==> src/rtl/traffic_control_unit_pkg.sv <==
// Shared definitions for the traffic control unit: direction codes, FSM state
// encodings, light codes and the duration-counter width.
package traffic_defs;

  localparam logic [1:0] DIR_N = 2'd0;
  localparam logic [1:0] DIR_E = 2'd1;
  localparam logic [1:0] DIR_S = 2'd2;
  localparam logic [1:0] DIR_W = 2'd3;

  typedef enum logic [1:0] {
    ST_CLEAR = 2'd0,
    ST_GREEN = 2'd1,
    ST_EMG   = 2'd2
  } state_t;

  localparam logic [1:0] LIGHT_GREEN = 2'b01;
  localparam logic [1:0] LIGHT_RED   = 2'b10;

  localparam int TIMER_W = 8;

  function automatic logic [1:0] next_dir(input logic [1:0] dir);
    return dir + 2'd1;
  endfunction

endpackage

==> src/rtl/traffic_control_unit_phase_timer.sv <==
// 8-bit loadable down-counter; saturates at zero and flags done while at zero.
module phase_timer
  import traffic_defs::*;
#(
  parameter logic [TIMER_W-1:0] RST_VAL = '0
) (
  input  logic               i_clk,
  input  logic               i_rst,
  input  logic               i_load,
  input  logic [TIMER_W-1:0] i_load_val,
  output logic               o_done
);

  logic [TIMER_W-1:0] r_count;

  always_ff @(posedge i_clk or posedge i_rst) begin
    if (i_rst) begin
      r_count <= RST_VAL;
    end else if (i_load) begin
      r_count <= i_load_val;
    end else if (r_count != '0) begin
      r_count <= r_count - 1'b1;
    end
  end

  assign o_done = (r_count == '0);

endmodule

==> src/rtl/traffic_control_unit.sv <==
// Four-way intersection controller: round-robin greens separated by all-red
// clearance, with an emergency override that can hold or redirect the green.
module traffic_control_unit
  import traffic_defs::*;
#(
  parameter int GREEN_CYC  = 8,
  parameter int ALLRED_CYC = 2
) (
  input  logic       CU_CLK,
  input  logic       CU_Rst,
  input  logic [3:0] Req,
  input  logic       Emg,
  input  logic [1:0] Emg_Dir,
  output logic       CU_North,
  output logic       CU_East,
  output logic       CU_South,
  output logic       CU_West,
  output logic [1:0] Phase,
  output logic       Clear
);

  localparam logic [TIMER_W-1:0] GREEN_LOAD  = TIMER_W'(GREEN_CYC - 1);
  localparam logic [TIMER_W-1:0] ALLRED_LOAD = TIMER_W'(ALLRED_CYC - 1);

  state_t             r_state;
  state_t             w_state_next;
  logic [1:0]         r_phase;
  logic [1:0]         w_phase_next;
  logic [1:0]         w_rr_dir;
  logic [3:0]         r_sel;
  logic [3:0]         w_sel_next;
  logic               r_clear;
  logic               w_active;
  logic               w_load;
  logic [TIMER_W-1:0] w_load_val;
  logic               w_done;
  logic [1:0]         w_light [4];

  phase_timer #(
    .RST_VAL (ALLRED_LOAD)
  ) u_timer (
    .i_clk      (CU_CLK),
    .i_rst      (CU_Rst),
    .i_load     (w_load),
    .i_load_val (w_load_val),
    .o_done     (w_done)
  );

  // Scan from Phase+4 down to Phase+1 so the nearest requester after Phase wins;
  // Phase itself is reachable only when it is the sole requester.
  always_comb begin
    w_rr_dir = next_dir(r_phase);
    for (int k = 4; k >= 1; k--) begin
      if (Req[r_phase + 2'(k)]) w_rr_dir = r_phase + 2'(k);
    end
  end

  always_comb begin
    w_state_next = r_state;
    w_phase_next = r_phase;
    w_load       = 1'b0;
    w_load_val   = ALLRED_LOAD;
    case (r_state)
      ST_CLEAR: begin
        if (w_done) begin
          if (Emg) begin
            w_state_next = ST_EMG;
            w_phase_next = Emg_Dir;
          end else begin
            w_state_next = ST_GREEN;
            w_phase_next = w_rr_dir;
            w_load       = 1'b1;
            w_load_val   = GREEN_LOAD;
          end
        end
      end
      ST_GREEN: begin
        if (Emg && Emg_Dir == r_phase) begin
          w_state_next = ST_EMG;
        end else if (Emg || w_done) begin
          w_state_next = ST_CLEAR;
          w_load       = 1'b1;
        end
      end
      ST_EMG: begin
        if (!Emg || Emg_Dir != r_phase) begin
          w_state_next = ST_CLEAR;
          w_load       = 1'b1;
        end
      end
      default: begin
        w_state_next = ST_CLEAR;
        w_load       = 1'b1;
      end
    endcase
  end

  assign w_active = (w_state_next != ST_CLEAR);

  generate
    for (genvar gi = 0; gi < 4; gi++) begin : g_light
      assign w_light[gi]    = (w_active && w_phase_next == 2'(gi)) ? LIGHT_GREEN : LIGHT_RED;
      assign w_sel_next[gi] = (w_light[gi] == LIGHT_GREEN);
    end
  endgenerate

  // Outputs are registered from the next-state values so they follow the state
  // on the same edge; reset drops every green immediately.
  always_ff @(posedge CU_CLK or posedge CU_Rst) begin
    if (CU_Rst) begin
      r_state <= ST_CLEAR;
      r_phase <= DIR_W;
      r_sel   <= 4'b0000;
      r_clear <= 1'b1;
    end else begin
      r_state <= w_state_next;
      r_phase <= w_phase_next;
      r_sel   <= w_sel_next;
      r_clear <= !w_active;
    end
  end

  assign CU_North = r_sel[DIR_N];
  assign CU_East  = r_sel[DIR_E];
  assign CU_South = r_sel[DIR_S];
  assign CU_West  = r_sel[DIR_W];
  assign Phase    = r_phase;
  assign Clear    = r_clear;

endmodule

==> config.mk <==
export PLATFORM = sky130hd
export DESIGN_NAME = traffic_control_unit
export DESIGN_NICKNAME = d
export VERILOG_FILES = /design/src/rtl/traffic_control_unit_pkg.sv /design/src/rtl/traffic_control_unit_phase_timer.sv /design/src/rtl/traffic_control_unit.sv
export SDC_FILE = /design/constraint.sdc
export NUM_CORES = 1
export LEC_CHECK = 0
export BUFFER_PORTS_ARGS = -buffer_cell sky130_fd_sc_hd__buf_4
export CORE_MARGIN = 3
export CORE_UTILIZATION = 55
export CTS_CLUSTER_SIZE = 20
export DETAILED_ROUTE_END_ITERATION = 16
export PLACE_DENSITY_LB_ADDON = 0.15
export REMOVE_ABC_BUFFERS = 1
export SYNTH_ARGS = -nofsm -noshare
export SYNTH_HDL_FRONTEND = slang
export SYNTH_SLANG_ARGS = --single-unit
==> constraint.sdc <==
create_clock -name CU_CLK -period 2.54 [get_ports CU_CLK]
set_clock_uncertainty 0.2 [all_clocks]
set_input_delay 0.254 -clock CU_CLK [delete_from_list [all_inputs] [get_ports CU_CLK]]
set_output_delay 0.254 -clock CU_CLK [all_outputs]
set_load 0.02 [all_outputs]
==> impl_results.md, run 1 <==
- Max-Cap Viols: 0
- Number of library cell types mapped by synthesis: 34
- Slowest CP cell: or4b_4
- Hold Vio Cnt, Final: 0
- Sum Neg Setup Slack: 0 ns
- TritonCTS clock tree: built
- Antenna fix cells: 0
- Sequential fraction of the synthesis area: 41.50%
- Main combinational cell family by area after synthesis: simple AND/OR/NAND/NOR gates
- RePlAce Congestion: 0.7594
- Synth Flop Type: dfrtp_1
- Clock buffer depth: 2
- Die Y: 49.43 um
- Biggest area consumer among synthesized cells: dfrtp_1
- Starting Density: 59.43%
- GR Util All Layers: 19.42%
- First-pass GRT wire length: 3.732 mm
- Synth Warn #: 0
- Clock Tree Root: clkbuf_4
- Area Overhead vs Synth: 18.82%
- Instance count on the critical path: 5
- Total number of vias: 872
- Synthesized area per cell: 9.694 um2
- Num CTS Buffers: 3
- Largest stage delay, worst path: 0.60 ns
- Post-synth ARST share: 100.0%
- Antenna Nets Post-Route: 0
- Worst Setup SP: u_timer.r_count[5]$_DFFE_PP0P_
- Crit path max-delay family: simple AND/OR/NAND/NOR gates
- Core area: 1745 um2
- Worst VDD drop: 0.6677 mV
- Vias in the first global route: 875
- Reg2reg setup slack: 0.18 ns
- Post-Synth Adder-Cell Area: 2.413%
- Clock Sinks: 17
- Setup ws final: 0.1795 ns
- Worst reg2reg path startpoint: u_timer.r_count[5]$_DFFE_PP0P_
- Hold path start: Emg_Dir[0]
- Clock-pin slew on the worst setup and hold paths: 0.10 ns
- Die ar.: 2443 um2
- Post-Synth XOR/XNOR Area: 7.600%
- RSZ-0062 raised after global routing: false
- Actual slew at the worst max-slew pin: 0.6580 ns
- Post-layout minimum cycle time: 2.360 ns
- Critical-path maximum fanout: 5
- Pleak: 0.5478 nW
- Number of synthesized flops with an enable pin: 0
- Detailed Place HPWL: 1.571 mm
- Antenna violations before repair: 0
- Share of the synthesized area in the top cell type: 31.36%
- WHS Endpoint: Phase[0]$_DFF_PP1_
- Max Clock Freq: 0.4236 GHz
- Compound-gate portion of the synthesized area: 18.46%
- Flops & latches, synth: 17
- Mapped Cells: 107
- Most frequent cells in the layout: 17 x buf_4, 13 x dfrtp_1, 11 x inv_1
- Fraction of layout cells with a size suffix above 1: 27.78%
- Top cells by area, synth: dfrtp_1 31%, dfstp_2 10%, xnor2_1 7.6%, o221ai_4 5.1%, inv_1 4.0%
- Data arrival, critical path: 2.34 ns
- Worst R2R End: r_sel[1]$_DFF_PP0_
- H-tree depth: 1
- Worst Path Required: 2.52 ns
- PD cells: 1092 nW/um2
- Fill count: 139
- Worst path bufs/invs: 0
- 1st-pass router iterations: 4
- Post-layout net count: 138
- Critical Path End Type: flop
- CP Launch Type: flop
- Worst slack at placement: 0.08405 ns
- Via density: 5.775
- Die W: 49.43 um
- Skew-Pair Late Insertion Delay: 0.30 ns
- Most common cell after layout, fill and taps aside: buf_4
- Simple-gate share of the synthesized area: 22.56%
- Largest net degree at the start of global routing: 18
- Fin cells: 151
- Period utilization: 92.93%
- Setup Crit Path Kind: flop to flop
- Worst rel slew slack: 56.09%
- Hold depth: 3
- DRC Markers: 0
- Total routed wirelength: 2.117 mm
- Placed Cells: 145
- Cell row count: 15
- Tightest Hold Check Type: primary input to flop
- I/O Buffers: 15
- Top Ports: 16
- Critical path cell sequence: or4_4, or4b_4, nand2_1, o221ai_4, nor3b_2
- Worst Reg2Reg Path Length in Cells: 5
- Setup repair bufs after CTS: 0
- Iteration-0 DRC Markers: 11
- Syn Std Cell Area: 1037 um2
- Count of final setup violators: 0
- DR WL/cell: 14.02 um
- Status: finished, final reports clean
- Slew Limit Fails: 0
- Total grt overflow: 0
- Post-synthesis mux area share: 1.930%
[cells in the mapped netlist, types with 2 or more instances]
library cell  count
dfrtp_1          13
inv_1            11
nor2_1           10
xnor2_1           9
nand2_1           7
a21oi_1           4
dfstp_2           4
nor3_1            4
o21ai_0           4
and3_1            3
clkbuf_1          3
nand2b_1          3
nand3_1           3
o211ai_1          3
ha_1              2
mux2i_1           2
nor3b_2           2
nor4_1            2
o221ai_4          2
o22ai_1           2
[kinds of logic (layout without fill, tap and decap cells)]
kind of cell | count (synthesis) | in the layout
simple gates | 40 | 40
mux | 2 | 2
buf+inv | 15 | 34
flops | 17 | 17
xor+xnor | 9 | 9
fa+ha+maj | 2 | 2
compound gates | 22 | 22
[flip-flops by register name, indices dropped and copies added, names as in the netlist]
signal / count
u_timer.r_count: 8
r_sel: 4
Phase: 2
r_state: 2
Clear: 1
[what timing repair did]
item	CTS	global route
setup endpoints to repair	0	4
hold buffers	2	0
gates resized for setup	0	1
hold endpoints to repair	14	0
[power by group]
group / switching (mW) / internal, mW
clock network: 0.0887 / 0.0587
logic: 0.372 / 0.333
registers: 0.109 / 0.385
[how the worst max path moves through the flow]
stage / slack, ns / to
finish: 0.18 / r_sel[1]$_DFF_PP0_
global route: 0.09 / r_sel[2]$_DFF_PP0_
CTS: 0.05 / r_sel[2]$_DFF_PP0_
detailed placement: 0.08 / r_sel[1]$_DFF_PP0_
global placement: 0.24 / r_sel[1]$_DFF_PP0_
floorplan: -0.33 / r_sel[1]$_DFF_PP0_
[final cells by class]
type	count	area, um2	area share, %
multi-input cells	75	554.3	44.97
flip-flops and latches	17	430.4	34.92
repair buffers	19	147.6	11.98
inverters	11	41.29	3.350
well taps	25	31.28	2.538
clock buffers	3	22.52	1.827
clock inverters	1	5.005	0.4061
[through the flow]
step	hold slack [ns]	instance area (um2)	util [%]	total power, mW
global placement	0.1741	1180	67.60	1.177
finish	0.1206	1232	70.61	1.346
detailed placement	0.1842	1180	67.60	1.190
global route	0.1192	1232	70.61	1.465
CTS	0.1099	1227	70.32	1.347
floorplan	-0.02285	1021	-	1.010
[worst register-to-register path: cells and delay by family (launching register included)]
family           cells  cell delay, ns
flip-flops           1            0.43
AO/OA/AOI/OAI        1            0.13
AND/OR/NAND/NOR      4            1.48
[metal layers]
layer | GRT usage (%) | routed length [um] | vias up
met3 | 2.446 | 73 | 5
met2 | 32.59 | 1018 | 16
li1 | - | - | 415
met5 | 0 | 0 | -
met4 | 8.295 | 39 | 0
met1 | 25.00 | 986 | 436
Note: power is estimated with default switching activity, not from simulation.
==> run 2, diff against run 1 <==
==> constraint.sdc (replaced) <==
create_clock -name CU_CLK -period 2.54 [get_ports CU_CLK]
set_clock_uncertainty 0.2 [all_clocks]
set_input_delay 0.508 -clock CU_CLK [delete_from_list [all_inputs] [get_ports CU_CLK]]
set_output_delay 0.508 -clock CU_CLK [all_outputs]
set_load 0.02 [all_outputs]
==> impl_results.md, run 2 (synthesized netlist as in run 1, its figures left out) <==
- Vias in the first global route: 861 (was 875)
- Clock buffer depth: 2 (unchanged)
- Tightest Hold Check Type: primary input to async pin (was primary input to flop)
- Clock Sinks: 17 (unchanged)
- Hold Vio Cnt, Final: 0 (unchanged)
- Actual slew at the worst max-slew pin: 0.6585 ns (was 0.6580 ns)
- Starting Density: 59.43% (unchanged)
- Largest stage delay, worst path: 0.60 ns (about the same)
- DRC Markers: 0 (unchanged)
- Met2 Wirelength: 1.009 mm (was 1.018 mm)
- Data arrival, critical path: 2.34 ns (about the same)
- Worst rel slew slack: 56.05% (was 56.09%)
- Most frequent cells in the layout: 17 x buf_4, 13 x dfrtp_1, 11 x inv_1 (unchanged)
- Area Overhead vs Synth: 16.89% (was 18.82%)
- Detailed Place HPWL: 1.571 mm (unchanged)
- Total grt overflow: 0 (unchanged)
- Routed wl met3: 76 um (was 73 um)
- Worst Path Required: 2.52 ns (about the same)
- Critical-path maximum fanout: 5 (unchanged)
- Post-layout net count: 136 (was 138)
- Clock Tree Root: clkbuf_4 (unchanged)
- Top Ports: 16 (unchanged)
- Die ar.: 2443 um2 (unchanged)
- Top sig layer: met4 (unchanged)
- Crit path max-delay family: simple AND/OR/NAND/NOR gates (unchanged)
- Status: finished, final reports clean (unchanged)
- Total number of vias: 865 (was 872)
- Critical Path End Type: flop (unchanged)
- Count of final setup violators: 0 (unchanged)
- Sum Neg Setup Slack: 0 ns (unchanged)
- TritonCTS clock tree: built (unchanged)
- Post-layout minimum cycle time: 2.361 ns (was 2.360 ns)
- Worst VDD drop: 0.6677 mV (about the same)
- GR Util All Layers: 19.29% (was 19.42%)
- Worst path bufs/invs: 0 (unchanged)
- Pleak: 0.5394 nW (was 0.5478 nW)
- Cell row count: 15 (unchanged)
- Iteration-0 DRC Markers: 18 (was 11)
- CTS Hold Bufs: 0 (was 2)
- Total routed wirelength: 2.100 mm (was 2.117 mm)
- Slew Limit Fails: 0 (unchanged)
- Largest regs: u_timer.r_count: 8 flops, r_sel: 4 flops (unchanged)
- Resize count post-CTS: 0 (unchanged)
- Core area: 1745 um2 (unchanged)
- Largest net degree at the start of global routing: 18 (unchanged)
- Die W: 49.43 um (unchanged)
- Antenna fix cells: 0 (unchanged)
- H-tree depth: 1 (unchanged)
- Fraction of layout cells with a size suffix above 1: 28.23% (was 27.78%)
- Die Y: 49.43 um (unchanged)
- I/O Buffers: 15 (unchanged)
- Max-Cap Viols: 0 (unchanged)
- Via density: 5.805 (was 5.775)
- 1st-pass router iterations: 4 (unchanged)
- CP Launch Type: flop (unchanged)
- Fin util: 69.46% (was 70.61%)
- Reg with most FFs: u_timer.r_count (unchanged)
- Critical path cell sequence: or4_4, or4b_4, nand2_1, o221ai_4, nor3b_2 (unchanged)
- Largest register FFs: 8 (unchanged)
- Num CTS Buffers: 3 (unchanged)
- Antenna violations before repair: 0 (unchanged)
- Met1 wire length: 974 um (was 986 um)
- First-pass GRT wire length: 3.705 mm (was 3.732 mm)
- Setup repair bufs after CTS: 0 (unchanged)
- DR WL/cell: 14.09 um (was 14.02 um)
- PD cells: 1108 nW/um2 (was 1092 nW/um2)
- Max Clock Freq: 0.4236 GHz (about the same)
- Setup Crit Path Kind: flop to flop (unchanged)
- Skew-Pair Late Insertion Delay: 0.30 ns (about the same)
- Slowest CP cell: or4b_4 (unchanged)
- Period utilization: 92.94% (was 92.93%)
- RePlAce Congestion: 0.7594 (unchanged)
- Antenna Nets Post-Route: 0 (unchanged)
- RSZ-0062 raised after global routing: false (unchanged)
- Most common cell after layout, fill and taps aside: buf_4 (unchanged)
- Clock-pin slew on the worst setup and hold paths: 0.10 ns (about the same)
==> run 2: final timing paths <==
check | startpoint | endpoint | slack [ns] | cells after the start
setup / recovery | u_timer.r_count[5]$_DFFE_PP0P_ | r_sel[1]$_DFF_PP0_ | 0.18 | 5
hold / removal | CU_Rst | u_timer.r_count[7]$_DFFE_PP0P_ | 0.09 | 2
setup reg to reg | u_timer.r_count[5]$_DFFE_PP0P_ | r_sel[1]$_DFF_PP0_ | 0.18 | 5
hold reg to reg | u_timer.r_count[7]$_DFFE_PP0P_ | u_timer.r_count[7]$_DFFE_PP0P_ | 0.37 | 2
max in group asynchronous | CU_Rst | r_state[0]$_DFF_PP0_ | 1.62 | 2
min in group CU_CLK | Emg | r_state[0]$_DFF_PP0_ | 0.24 | 2
==> run 2: per-stage QoR <==
step                      power [mW]  cell area [um2]  std cells  hold slack, ns  setup slack [ns]
after floorplan                1.010             1021        103          0.2312           -0.3292
after global placement         1.177             1180        145          0.3280            0.2426
after detailed placement       1.190             1180        145          0.3403           0.08405
after CTS                      1.345             1207        149          0.1047           0.05264
after global routing           1.462             1212        149          0.1203           0.09126
final                          1.344             1212        149         0.08794            0.1794
==> run 2: worst reg2reg max path, cell delays in order (launching register included) <==
cell and delay, ns:
dfrtp_1 0.43, or4_4 0.56, or4b_4 0.60, nand2_1 0.14, o221ai_4 0.13, nor3b_2 0.18
==> run 2: cell type report <==
cell class / instances / area (um2)
clock buffers: 3 / 22.52
clock inverters: 1 / 5.005
fillers: 143 / 533.0
inverters: 11 / 41.29
multi-input cells: 75 / 554.3
flip-flops and latches: 17 / 430.4
well taps: 25 / 31.28
repair buffers: 17 / 127.6
==> run 2: per-layer routing <==
layer  GRT usage [%]  vias to the layer above
met4           8.295                        0
li1                -                      411
met2           32.14                       14
met5               0                        -
met1           25.00                      435
met3           2.446                        5
==> run 2: power breakdown <==
group | internal (mW) | leakage (nW) | total, mW | switching (mW)
Clock | 0.0587 | 0.0177 | 0.147 | 0.0884
Combinational | 0.331 | 0.306 | 0.703 | 0.372
Sequential | 0.385 | 0.216 | 0.494 | 0.109
==> run 3, diff against run 2 <==
Settings changed: BUFFER_PORTS_ARGS -buffer_cell sky130_fd_sc_hd__buf_4 to -buffer_cell sky130_fd_sc_hd__buf_2, SETUP_SLACK_MARGIN set to 0.4.
==> impl_results.md, run 3 (synthesized netlist as in run 1, its figures left out) <==
- Count of final setup violators: 0 (unchanged)
- Status: finished, final reports clean (unchanged)
- Post-layout minimum cycle time: 2.268 ns (was 2.361 ns)
- Total grt overflow: 0 (unchanged)
- Vias in the first global route: 861 (unchanged)
- Slowest CP cell: or4b_4 (unchanged)
- Antenna Nets Post-Route: 0 (unchanged)
- Met2 Wirelength: 1.179 mm (was 1.009 mm)
- Routed wl met3: 90 um (was 76 um)
- Largest stage delay, worst path: 0.58 ns (was 0.60 ns)
- Via density: 5.671 (was 5.805)
- Clock Tree Root: clkbuf_4 (unchanged)
- Data arrival, critical path: 2.24 ns (was 2.34 ns)
- Die Y: 49.43 um (unchanged)
- Clock buffer depth: 2 (unchanged)
- Max Clock Freq: 0.4410 GHz (was 0.4236 GHz)
- 1st-pass router iterations: 4 (unchanged)
- DR WL/cell: 15.33 um (was 14.09 um)
- GR Util All Layers: 21.00% (was 19.29%)
- Tightest Hold Check Type: primary input to async pin (unchanged)
- Setup Crit Path Kind: flop to flop (unchanged)
- Hold Vio Cnt, Final: 0 (unchanged)
- CP Launch Type: flop (unchanged)
- Post-layout net count: 145 (was 136)
- First-pass GRT wire length: 3.933 mm (was 3.705 mm)
- Worst path bufs/invs: 0 (unchanged)
- Total number of vias: 896 (was 865)
- Sum Neg Setup Slack: 0 ns (unchanged)
- Critical Path End Type: flop (unchanged)
- Iteration-0 DRC Markers: 30 (was 18)
- Most frequent cells in the layout: 15 x buf_2, 13 x dfrtp_1, 10 x inv_1, 10 x nor2_1, 10 x buf_4 (was 17 x buf_4, 13 x dfrtp_1, 11 x inv_1)
- RePlAce Congestion: 0.7552 (was 0.7594)
- Top Ports: 16 (unchanged)
- Largest register FFs: 8 (unchanged)
- Core area: 1745 um2 (unchanged)
- Total routed wirelength: 2.422 mm (was 2.100 mm)
- Clock Sinks: 17 (unchanged)
- Worst rel slew slack: 55.90% (was 56.05%)
- Worst VDD drop: 0.6794 mV (was 0.6677 mV)
- I/O Buffers: 15 (unchanged)
- Pleak: 0.5803 nW (was 0.5394 nW)
- Num CTS Buffers: 3 (unchanged)
- Starting Density: 59.43% (unchanged)
- CTS Hold Bufs: 0 (unchanged)
- Worst Path Required: 2.52 ns (about the same)
- Actual slew at the worst max-slew pin: 0.6608 ns (was 0.6585 ns)
- Cell row count: 15 (unchanged)
- Antenna violations before repair: 0 (unchanged)
- Die W: 49.43 um (unchanged)
- Largest net degree at the start of global routing: 18 (unchanged)
- TritonCTS clock tree: built (unchanged)
- Period utilization: 89.28% (was 92.94%)
- Critical path cell sequence: or4_4, or4b_4, nand2_2, o221ai_4, and3_1 (was or4_4, or4b_4, nand2_1, o221ai_4, nor3b_2)
- Fin cells: 158 (was 149)
- Fraction of layout cells with a size suffix above 1: 37.59% (was 28.23%)
- PD cells: 1168 nW/um2 (was 1108 nW/um2)
- Top sig layer: met4 (unchanged)
- Met1 wire length: 1.117 mm (was 974 um)
- Worst slack at placement: 0.1059 ns (was 0.08405 ns)
- Placed Cells: 145 (unchanged)
- Skew-Pair Late Insertion Delay: 0.28 ns (was 0.30 ns)
- Critical-path maximum fanout: 5 (unchanged)
- H-tree depth: 1 (unchanged)
- Die ar.: 2443 um2 (unchanged)
- Post-Route Hold Slack: 0.1020 ns (was 0.08794 ns)
- Detailed Place HPWL: 1.585 mm (was 1.571 mm)
- Clock-pin slew on the worst setup and hold paths: 0.10 ns (about the same)
- Antenna fix cells: 0 (unchanged)
- DRC Markers: 0 (unchanged)
- Most common cell after layout, fill and taps aside: buf_2 (was buf_4)
- Crit path max-delay family: simple AND/OR/NAND/NOR gates (unchanged)
- Area Overhead vs Synth: 23.64% (was 16.89%)
- Reg with most FFs: u_timer.r_count (unchanged)
- Max-Cap Viols: 0 (unchanged)
- RSZ-0062 raised after global routing: true (was false)
- Slew Limit Fails: 0 (unchanged)
- Largest regs: u_timer.r_count: 8 flops, r_sel: 4 flops (unchanged)
- Setup ws final: 0.2723 ns (was 0.1794 ns)
[run 3: cell count changes in the layout (fill, tap and decap cells not counted), moves of 2 or more]
| cell | change |
|---|---|
| nand2_4 | +2 |
| buf_4 | -7 |
| nand2_1 | -3 |
| buf_2 | +15 |
[run 3: routing by layer]
| layer | up-vias | global-route usage (%) |
|---|---|---|
| met1 | 441 | 27.50 |
| met2 | 19 | 34.15 |
| met3 | 4 | 4.587 |
| met5 | - | 0 |
| met4 | 0 | 7.373 |
| li1 | 432 | - |
[run 3: path summary, 6_finish.rpt]
check	start	to	slack, ns	cells after the start
max in group asynchronous	CU_Rst	u_timer.r_count[1]$_DFFE_PP0P_	1.62	2
worst min-delay path	CU_Rst	r_sel[0]$_DFF_PP0_	0.10	2
min in group CU_CLK	Emg	r_state[0]$_DFF_PP0_	0.30	2
worst max-delay path	u_timer.r_count[5]$_DFFE_PP0P_	r_sel[3]$_DFF_PP0_	0.27	5
worst min register to register	u_timer.r_count[7]$_DFFE_PP0P_	u_timer.r_count[7]$_DFFE_PP0P_	0.40	2
worst max register to register	u_timer.r_count[5]$_DFFE_PP0P_	r_sel[3]$_DFF_PP0_	0.27	5
[run 3: where the power goes]
group	internal [mW]	switching, mW	total, mW
clock network	0.0609	0.0830	0.144
registers	0.386	0.112	0.498
logic	0.410	0.447	0.857
[run 3: metrics by stage]
step,instance area [um2],utilization (%),power (mW)
after CTS,1211,69.39,1.384
after global routing,1282,73.48,1.597
final,1282,73.48,1.498
after floorplan,1021,-,1.010
after global placement,1142,65.45,1.156
after detailed placement,1142,65.45,1.175
[run 3: timing repair]
action | 4_1_cts | 5_1_grt
endpoints found under the setup margin | 16 | 14
resized for setup | 5 | 7
setup buffers | 4 | 5
pin swaps | 4 | 3
endpoints found under the hold margin | 0 | 0
[run 3: cell type report]
class | instances | area, um2
Multi-Input combinational cell | 75 | 591.8
Fill cell | 121 | 462.9
Clock buffer | 4 | 26.28
Inverter | 11 | 41.29
Tap cell | 25 | 31.28
Timing Repair Buffer | 26 | 161.4
Sequential cell | 17 | 430.4
